<file path="config.mk">
export PLATFORM = sky130hd
export DESIGN_NAME = ex_mul_div_unit_flat
export DESIGN_NICKNAME = d
export VERILOG_FILES = /design/src/rtl/ex_mul_div_unit_pkg.sv /design/src/rtl/ex_mul_div_unit_if.sv /design/src/rtl/ex_mul_div_unit_mul_div_iterator.sv /design/src/rtl/ex_mul_div_unit.sv /design/src/flat_wrapper.sv
export SDC_FILE = /design/constraint.sdc
export NUM_CORES = 1
export LEC_CHECK = 0
export ABC_AREA = 1
export ABC_CLOCK_PERIOD_IN_PS = 8300
export BUFFER_PORTS_ARGS = -buffer_cell sky130_fd_sc_hd__clkbuf_2
export CAP_MARGIN = 20
export CORE_MARGIN = 8
export CORE_UTILIZATION = 57
export DETAILED_ROUTE_END_ITERATION = 16
export PLACE_DENSITY_LB_ADDON = 0.1
export SLEW_MARGIN = 30
export SYNTH_ARGS = -nofsm -noshare
export SYNTH_HDL_FRONTEND = slang
export SYNTH_SLANG_ARGS = --single-unit
export TNS_END_PERCENT = 1
</file>
<file path="constraint.sdc">
create_clock -name clock -period 8.3 [get_ports clock]
set_input_delay 1.245 -clock clock [delete_from_list [all_inputs] [get_ports clock]]
set_output_delay 1.245 -clock clock [all_outputs]
set_load 0.02 [all_outputs]
</file>
<file path="src/rtl/ex_mul_div_unit_pkg.sv">
// ex_mul_div_unit_pkg: op codes, FSM states and op-class predicates shared by the mul/div unit and its users.
package ex_mul_div_unit_pkg;

    typedef enum logic [2:0] {
        OPERATION_MULT  = 3'd0,
        OPERATION_MULTU = 3'd1,
        OPERATION_DIV   = 3'd2,
        OPERATION_DIVU  = 3'd3,
        OPERATION_MADD  = 3'd4,
        OPERATION_MADDU = 3'd5,
        OPERATION_MSUB  = 3'd6,
        OPERATION_MSUBU = 3'd7
    } operation_t;

    typedef enum logic [1:0] {
        STATE_IDLE   = 2'd0,
        STATE_CALC   = 2'd1,
        STATE_ADJUST = 2'd2,
        STATE_DONE   = 2'd3
    } state_t;

    // Even codes are the signed variants.
    function automatic logic is_signed(input operation_t op);
        return !op[0];
    endfunction

    function automatic logic is_divide(input operation_t op);
        return op[2:1] == 2'b01;
    endfunction

    function automatic logic is_accumulate(input operation_t op);
        return op[2];
    endfunction

    function automatic logic is_subtract(input operation_t op);
        return op[2] & op[1];
    endfunction

endpackage

</file>
<file path="src/rtl/ex_mul_div_unit_if.sv">
// ex_mul_div_unit_if: EX-stage request/result bundle for the iterative mul/div unit.
interface ex_mul_div_unit_if
    import ex_mul_div_unit_pkg::*;
#(
    parameter int WIDTH = 32
);
    logic             start;
    logic             cancel;
    operation_t       operation;
    logic [WIDTH-1:0] operand_a;
    logic [WIDTH-1:0] operand_b;
    logic [WIDTH-1:0] accumulate_hi;
    logic [WIDTH-1:0] accumulate_lo;
    logic             busy;
    logic             stall_request;
    logic             result_valid;
    logic [WIDTH-1:0] result_hi;
    logic [WIDTH-1:0] result_lo;

    modport master (
        output start, cancel, operation, operand_a, operand_b, accumulate_hi, accumulate_lo,
        input  busy, stall_request, result_valid, result_hi, result_lo
    );

    modport slave (
        input  start, cancel, operation, operand_a, operand_b, accumulate_hi, accumulate_lo,
        output busy, stall_request, result_valid, result_hi, result_lo
    );
endinterface

</file>
<file path="src/rtl/ex_mul_div_unit_mul_div_iterator.sv">
// mul_div_iterator: one radix-2 step, either shift-add multiply or restoring divide, on a 2*WIDTH+1 work register.
module mul_div_iterator #(
    parameter int WIDTH = 32
) (
    input  logic             divide,
    input  logic [2*WIDTH:0] work,
    input  logic [WIDTH-1:0] operand,
    output logic [2*WIDTH:0] next
);
    logic [WIDTH:0]   sum;
    logic [WIDTH:0]   diff;
    logic [2*WIDTH:0] added;
    logic [2*WIDTH:0] shifted;

    // Multiply keeps the multiplier in the low half; divide keeps partial remainder high, quotient low.
    always_comb begin
        sum     = work[2*WIDTH:WIDTH] + (work[0] ? {1'b0, operand} : '0);
        added   = {sum, work[WIDTH-1:0]} >> 1;
        shifted = work << 1;
        diff    = shifted[2*WIDTH:WIDTH] - {1'b0, operand};
        next    = !divide ? added : diff[WIDTH] ? shifted : {diff, shifted[WIDTH-1:1], 1'b1};
    end
endmodule

</file>
<file path="src/rtl/ex_mul_div_unit.sv">
// ex_mul_div_unit: iterative multiply/divide/multiply-accumulate for EX, one bit per cycle,
// stalling the pipeline while busy and returning a 2*WIDTH hi/lo result.
module ex_mul_div_unit
    import ex_mul_div_unit_pkg::*;
#(
    parameter int WIDTH = 32
) (
    input logic              clock,
    input logic              reset,
    ex_mul_div_unit_if.slave bus
);
    localparam int COUNT_WIDTH = $clog2(WIDTH) + 1;
    localparam int W2 = 2 * WIDTH;

    state_t                 state_q, state_d;
    operation_t             op_q, op_d;
    logic                   neg_res_q, neg_res_d;
    logic                   neg_rem_q, neg_rem_d;
    logic                   dz_q, dz_d;
    logic [COUNT_WIDTH-1:0] count_q, count_d;
    logic [W2:0]            work_q, work_d;
    logic [WIDTH-1:0]       mcand_q, mcand_d;
    logic [W2-1:0]          acc_q, acc_d;
    logic [WIDTH-1:0]       res_hi_q, res_hi_d;
    logic [WIDTH-1:0]       res_lo_q, res_lo_d;

    logic             sign_a, sign_b, accept, div_zero;
    logic [WIDTH-1:0] mag_a, mag_b, quo, rem;
    logic [W2-1:0]    prod, accum, adjusted;
    logic [W2:0]      step;

    mul_div_iterator #(.WIDTH(WIDTH)) u_iterator (
        .divide (is_divide(op_q)),
        .work   (work_q),
        .operand(mcand_q),
        .next   (step)
    );

    always_comb begin
        accept   = state_q == STATE_IDLE && bus.start && !bus.cancel;
        sign_a   = is_signed(bus.operation) & bus.operand_a[WIDTH-1];
        sign_b   = is_signed(bus.operation) & bus.operand_b[WIDTH-1];
        mag_a    = sign_a ? -bus.operand_a : bus.operand_a;
        mag_b    = sign_b ? -bus.operand_b : bus.operand_b;
        div_zero = is_divide(bus.operation) && bus.operand_b == '0;
        prod     = neg_res_q ? -work_q[W2-1:0] : work_q[W2-1:0];
        quo      = neg_res_q ? -work_q[WIDTH-1:0] : work_q[WIDTH-1:0];
        rem      = neg_rem_q ? -work_q[W2-1:WIDTH] : work_q[W2-1:WIDTH];
        accum    = is_subtract(op_q) ? acc_q - prod : acc_q + prod;
        // Divide-by-zero pre-loads its final {operand_a, all ones} image into the work register.
        adjusted = dz_q ? work_q[W2-1:0] : is_divide(op_q) ? {rem, quo} : is_accumulate(op_q) ? accum : prod;
    end

    always_comb begin
        state_d   = state_q;
        op_d      = op_q;
        neg_res_d = neg_res_q;
        neg_rem_d = neg_rem_q;
        dz_d      = dz_q;
        count_d   = count_q;
        work_d    = work_q;
        mcand_d   = mcand_q;
        acc_d     = acc_q;
        res_hi_d  = res_hi_q;
        res_lo_d  = res_lo_q;
        unique case (state_q)
            STATE_IDLE: if (accept) begin
                op_d      = bus.operation;
                neg_res_d = sign_a ^ sign_b;
                neg_rem_d = sign_a;
                dz_d      = div_zero;
                count_d   = '0;
                mcand_d   = is_divide(bus.operation) ? mag_b : mag_a;
                acc_d     = {bus.accumulate_hi, bus.accumulate_lo};
                work_d    = div_zero ? {1'b0, bus.operand_a, {WIDTH{1'b1}}}
                                     : {{(WIDTH+1){1'b0}}, is_divide(bus.operation) ? mag_a : mag_b};
                state_d   = div_zero ? STATE_ADJUST : STATE_CALC;
            end
            STATE_CALC: begin
                work_d  = step;
                count_d = count_q + 1'b1;
                state_d = count_q == COUNT_WIDTH'(WIDTH - 1) ? STATE_ADJUST : STATE_CALC;
            end
            STATE_ADJUST: begin
                {res_hi_d, res_lo_d} = bus.cancel ? {res_hi_q, res_lo_q} : adjusted;
                state_d              = STATE_DONE;
            end
            STATE_DONE: state_d = STATE_IDLE;
        endcase
        if (bus.cancel) state_d = STATE_IDLE;
    end

    always_ff @(posedge clock or posedge reset) begin
        if (reset) begin
            state_q   <= STATE_IDLE;
            op_q      <= OPERATION_MULT;
            neg_res_q <= 1'b0;
            neg_rem_q <= 1'b0;
            dz_q      <= 1'b0;
            count_q   <= '0;
            work_q    <= '0;
            mcand_q   <= '0;
            acc_q     <= '0;
            res_hi_q  <= '0;
            res_lo_q  <= '0;
        end else begin
            state_q   <= state_d;
            op_q      <= op_d;
            neg_res_q <= neg_res_d;
            neg_rem_q <= neg_rem_d;
            dz_q      <= dz_d;
            count_q   <= count_d;
            work_q    <= work_d;
            mcand_q   <= mcand_d;
            acc_q     <= acc_d;
            res_hi_q  <= res_hi_d;
            res_lo_q  <= res_lo_d;
        end
    end

    // Reset gates the stall so a start held through reset cannot hold the pipeline.
    assign bus.stall_request = !reset && (accept || state_q == STATE_CALC || state_q == STATE_ADJUST);
    assign bus.busy          = state_q != STATE_IDLE;
    assign bus.result_valid  = state_q == STATE_DONE && !bus.cancel;
    assign bus.result_hi     = res_hi_q;
    assign bus.result_lo     = res_lo_q;
endmodule

</file>
<file path="src/flat_wrapper.sv">
// flat-port wrapper written by rule: the top's interface ports become plain ports
module ex_mul_div_unit_flat import ex_mul_div_unit_pkg::*;
#(
    parameter int WIDTH = 32
)
  (clock, reset, bus_start, bus_cancel, bus_operation, bus_operand_a, bus_operand_b, bus_accumulate_hi, bus_accumulate_lo, bus_busy, bus_stall_request, bus_result_valid, bus_result_hi, bus_result_lo);
  ex_mul_div_unit_if #(.WIDTH(WIDTH)) bus_i ();
  input logic clock;
  input logic reset;
  input wire logic [$bits(bus_i.start)-1:0] bus_start;
  input wire logic [$bits(bus_i.cancel)-1:0] bus_cancel;
  input wire logic [$bits(bus_i.operation)-1:0] bus_operation;
  input wire logic [$bits(bus_i.operand_a)-1:0] bus_operand_a;
  input wire logic [$bits(bus_i.operand_b)-1:0] bus_operand_b;
  input wire logic [$bits(bus_i.accumulate_hi)-1:0] bus_accumulate_hi;
  input wire logic [$bits(bus_i.accumulate_lo)-1:0] bus_accumulate_lo;
  output wire logic [$bits(bus_i.busy)-1:0] bus_busy;
  output wire logic [$bits(bus_i.stall_request)-1:0] bus_stall_request;
  output wire logic [$bits(bus_i.result_valid)-1:0] bus_result_valid;
  output wire logic [$bits(bus_i.result_hi)-1:0] bus_result_hi;
  output wire logic [$bits(bus_i.result_lo)-1:0] bus_result_lo;
  assign bus_i.start = bus_start;
  assign bus_i.cancel = bus_cancel;
  assign bus_i.operation = bus_operation;
  assign bus_i.operand_a = bus_operand_a;
  assign bus_i.operand_b = bus_operand_b;
  assign bus_i.accumulate_hi = bus_accumulate_hi;
  assign bus_i.accumulate_lo = bus_accumulate_lo;
  assign bus_busy = bus_i.busy;
  assign bus_stall_request = bus_i.stall_request;
  assign bus_result_valid = bus_i.result_valid;
  assign bus_result_hi = bus_i.result_hi;
  assign bus_result_lo = bus_i.result_lo;
  ex_mul_div_unit #(.WIDTH(WIDTH)) u_core (.clock(clock), .reset(reset), .bus(bus_i));
endmodule
</file>
==> metrics.md <==
| Metric | Value |
|---|---|
| Comb power frac | `64.6%` |
| Reg2Reg Launch Point | `u_core.work_q[0]` |
| Post-synthesis sequential area ratio | `22.69%` |
| Pre-CTS WS | `2.681 ns` |
| Worst Clk Skew | `0.01249 ns` |
| Clock Path Buffers | `3` |
| Slowest cell delay on critical path | `0.39 ns` |
| Fin. max-slew vios | `0` |
| Vias in the first global route | `28090` |
| Total grt overflow | `0` |
| Initial DRC Count | `3873` |
| Maximum number of pins on one net before global-route repair | `83` |
| Simple-Gate Fraction of Synth Area | `32.92%` |
| Max Cap Violations | `0` |
| Adder-cell share of the synthesized area | `6.616%` |
| CP endpoint | `u_core.bus.result_hi[23]` |
| WS Path Type | `reg2reg` |
| Worst Setup Start Kind | `register` |
| I/O pin count | `202` |
| Initial antenna violation count | `1` |
| Cell variety after synth | `67` |
| Seq pwr share | `19.5%` |
| Slew @ Worst Pin | `0.9619 ns` |
| Synth area leaders | `dfrtp_1 23%, nand2_1 17%, inv_1 8.0%, o21ai_0 6.8%, a21oi_1 6.8%` |
| Initial Util | `57.84%` |
| Final Cell Area | `28790 sq um` |
| Slowest CP cell | `buf_4` |
| Setup ws final | `2.479 ns` |
| Buffers on Ports | `201` |
| Top-area cell type share of the netlist area | `22.69%` |
| Cells after Synth | `4313` |
| Cts-stage hold buffer count | `0` |
| Clk_lat worst skew | `0.59 ns` |
| Worst-path fanout max | `38` |
| Compound-cell area share of the yosys netlist | `22.30%` |
| Fin. Hold Viols | `0` |
| Clock power share | `15.9%` |
| N_diodes | `0` |
| Share of layout cells above drive strength 1 | `9.605%` |
| Worst setup path startpoint | `u_core.work_q[0]` |
| Tcrit/Tclk final | `70.13%` |
| First-pass GRT wire length | `160300 um` |
| Die Span X | `230.6 um` |
| RSZ-0062 raised after global routing | `no` |
| CP arrival | `6.29 ns` |
| Overall power | `0.009257 W` |
| Clock slew at reported path FFs | `0.06 ns` |
| Postcts setup bufs | `0` |
| Mux cell area share after synthesis | `0%` |
| Htree depth | `1` |
| Slew HR | `35.72%` |
| Worst R2R Setup Slack | `2.48 ns` |
| Psw | `0.005105 W` |
| CP required | `8.77 ns` |
| # rows | `78` |
| Nets | `4704` |
| Wire per inst | `20.76 um` |
| Mean Syn Cell Area | `6.086 sq um` |
| Syn. warnings | `0` |
| CTS tree | `done` |
| Placed cell areas | `27680 sq um` |
| Post-Syn Nets | `4585` |
| Residual DRC | `0` |
| Hold Slack | `0.4779 ns` |
| Finish-stage setup viols | `0` |
| Setup_tns | `0 ns` |
| Async SR Flop Fraction | `100.0%` |
| Post-Syn Area | `26250 sq um` |
| PostCTS Resize Cnt | `0` |
| Hold Path Class | `reg2reg` |
| CTS Sinks | `238` |
| Dpl hpwl | `83850 um` |
| Xor/xnor share of the synthesized area | `4.967%` |
| GPL Wtd Cong | `1.089` |
| Register Area | `5958 sq um` |
| Clock root cell | `clkbuf_16` |
| R2r worst-path depth | `34` |
| Synth Register Bits | `238` |
| Outcome | `completed` |
| Switching share of power | `55.15%` |
| Main flop type after synthesis | `dfrtp_1` |
| DRT Pass-1 Iters | `7` |
| P_leak | `14.78 nW` |
| Minimum clock period | `5.821 ns` |
| Crit path capture type | `register` |
| Multi-input logic area | `17570 sq um` |
| Fillers | `4482` |
| Clock buffer count from CTS | `30` |
| FF-to-FF End | `u_core.bus.result_hi[23]` |
| Full die area | `53170 sq um` |
| Synth area leader | `dfrtp_1` |
| Gr usage total | `37.92%` |
| DIE HEIGHT | `230.6 um` |
| Pint | `0.004152 W` |
| Worst vdd ir | `0.0002655 V` |
| Number of synthesized flops with an enable pin | `0` |
| Largest family of logic cells by synthesized area | `simple AND/OR/NAND/NOR gates` |
| Post-DR vias/cell | `6.007` |
| CP most frequent cell | `nor2_4` |
| Via count | `30370` |
| Area delta synth->final | `9.691%` |
| Core ar. | `45380 sq um` |
| Pwr dens | `321.5 nW/um^2` |
| Antenna viol nets, final | `0` |
| Fmax | `171.8 MHz` |
| Total wire length | `104900 um` |
cells by family after synthesis:
group | Yosys count
simple gates | 2052
compound gates | 1018
buf+inv | 720
flops | 238
xor+xnor | 148
fa+ha+maj | 137
per-layer routing:
metal  share of wire, %  vias up  GRT usage (%)
met5              0.011        -              0
met4                6.1        2          19.48
met3                 11      314          6.745
met2                 43     1806          57.94
met1                 40    13740          50.98
li1                   -    14510              -
layout by cell type (no fill, tap or decap), drive strengths merged, types with 3 or more instances in the layout:
| cell | netlist | routed |
|---|---|---|
| a211oi | 5 | 5 |
| a21boi | 4 | 4 |
| a21o | 6 | 6 |
| a21oi | 357 | 357 |
| a221oi | 3 | 3 |
| a22oi | 10 | 10 |
| a31oi | 57 | 57 |
| a32o | 16 | 16 |
| a41oi | 6 | 6 |
| buf | 29 | 30 |
| bufinv | 0 | 6 |
| clkbuf | 115 | 237 |
| clkinv | 9 | 15 |
| clkinvlp | 0 | 5 |
| dfrtp | 238 | 238 |
| fa | 3 | 3 |
| ha | 134 | 134 |
| inv | 567 | 570 |
| nand2 | 1206 | 1206 |
| nand3 | 229 | 229 |
| nand3b | 9 | 9 |
| nand4 | 28 | 28 |
| nor2 | 475 | 475 |
| nor3 | 53 | 53 |
| nor4 | 20 | 20 |
| o2111ai | 8 | 8 |
| o211ai | 51 | 51 |
| o21a | 17 | 17 |
| o21ai | 372 | 372 |
| o21bai | 11 | 11 |
| o221ai | 34 | 34 |
| o22ai | 42 | 42 |
| o311ai | 3 | 3 |
| o31ai | 5 | 5 |
| o41ai | 3 | 3 |
| or2 | 26 | 26 |
| xnor2 | 26 | 26 |
| xor2 | 122 | 122 |
worst min path at each step:
stage | startpoint | to | cells past startpoint
2_1_floorplan | u_core.acc_q[10] | u_core.acc_q[10] | 2
3_3_place_gp | u_core.bus.result_hi[24] | u_core.bus.result_hi[24] | 2
3_5_place_dp | u_core.bus.result_hi[27] | u_core.bus.result_hi[27] | 2
4_1_cts | u_core.bus.result_lo[1] | u_core.bus.result_lo[1] | 2
5_1_grt | u_core.bus.result_hi[19] | u_core.bus.result_hi[19] | 2
6_report | u_core.bus.result_hi[24] | u_core.bus.result_hi[24] | 2
synth_stat cells, types with 27 or more instances:
cell type,instances
ha_1,134
o221ai_1,34
nor2_1,449
inv_1,557
o21ai_0,359
nand2_1,1166
a31oi_1,57
a21oi_1,355
o211ai_1,51
nand3_1,220
xor2_1,121
clkbuf_1,115
nor3_1,49
nand4_1,27
dfrtp_1,238
o22ai_1,42
nand2_2,36
critical path: cells and delay by family (launching register included):
family / cells / cell delay [ns]
AOI/OAI and AO/OA: 8 / 1.85
and+or+nand+nor: 16 / 1.63
DFF: 1 / 0.32
buffers and inverters: 7 / 1.01
xor gates and xnor gates: 1 / 0.25
adders and majority gates: 2 / 0.62
cell type report:
type                       instances  share of cell area [%]
inverter                         576                   7.553
clock inverter                    20                  0.9647
clock buffer                      36                   2.864
tap                              600                   2.607
multi-input combinational       3355                   61.03
sequential                       238                   20.69
timing repair buffer             231                   4.289
through the flow:
stage / cells / utilization [%]
after floorplan: 4313 / -
after global placement: 5000 / 61.00
after detailed placement: 5000 / 61.00
after CTS: 5056 / 63.43
after global routing: 5056 / 63.45
final: 5056 / 63.45
power groups by stage:
stage / clock network (W) / registers (W) / logic (W)
6_report: 0.00147 / 0.00181 / 0.00598
5_1_grt: 0.00151 / 0.00182 / 0.00661
4_1_cts: 0.00148 / 0.00177 / 0.00579
3_5_place_dp: 0 / 0.00179 / 0.00575
3_3_place_gp: 0 / 0.00179 / 0.00573
2_1_floorplan: 0 / 0.00163 / 0.00425
sequential cells by signal, summed over array words and instances (netlist names):
name                  cells
u_core.neg_rem_q          1
u_core.bus.result_hi     32
u_core.work_q            65
u_core.state_q            2
u_core.dz_q               1
u_core.op_q               2
u_core.neg_res_q          1
u_core.acc_q             64
u_core.count_q            6
u_core.mcand_q           32
u_core.bus.result_lo     32
No activity file was read; power rests on OpenSTA's default activity.
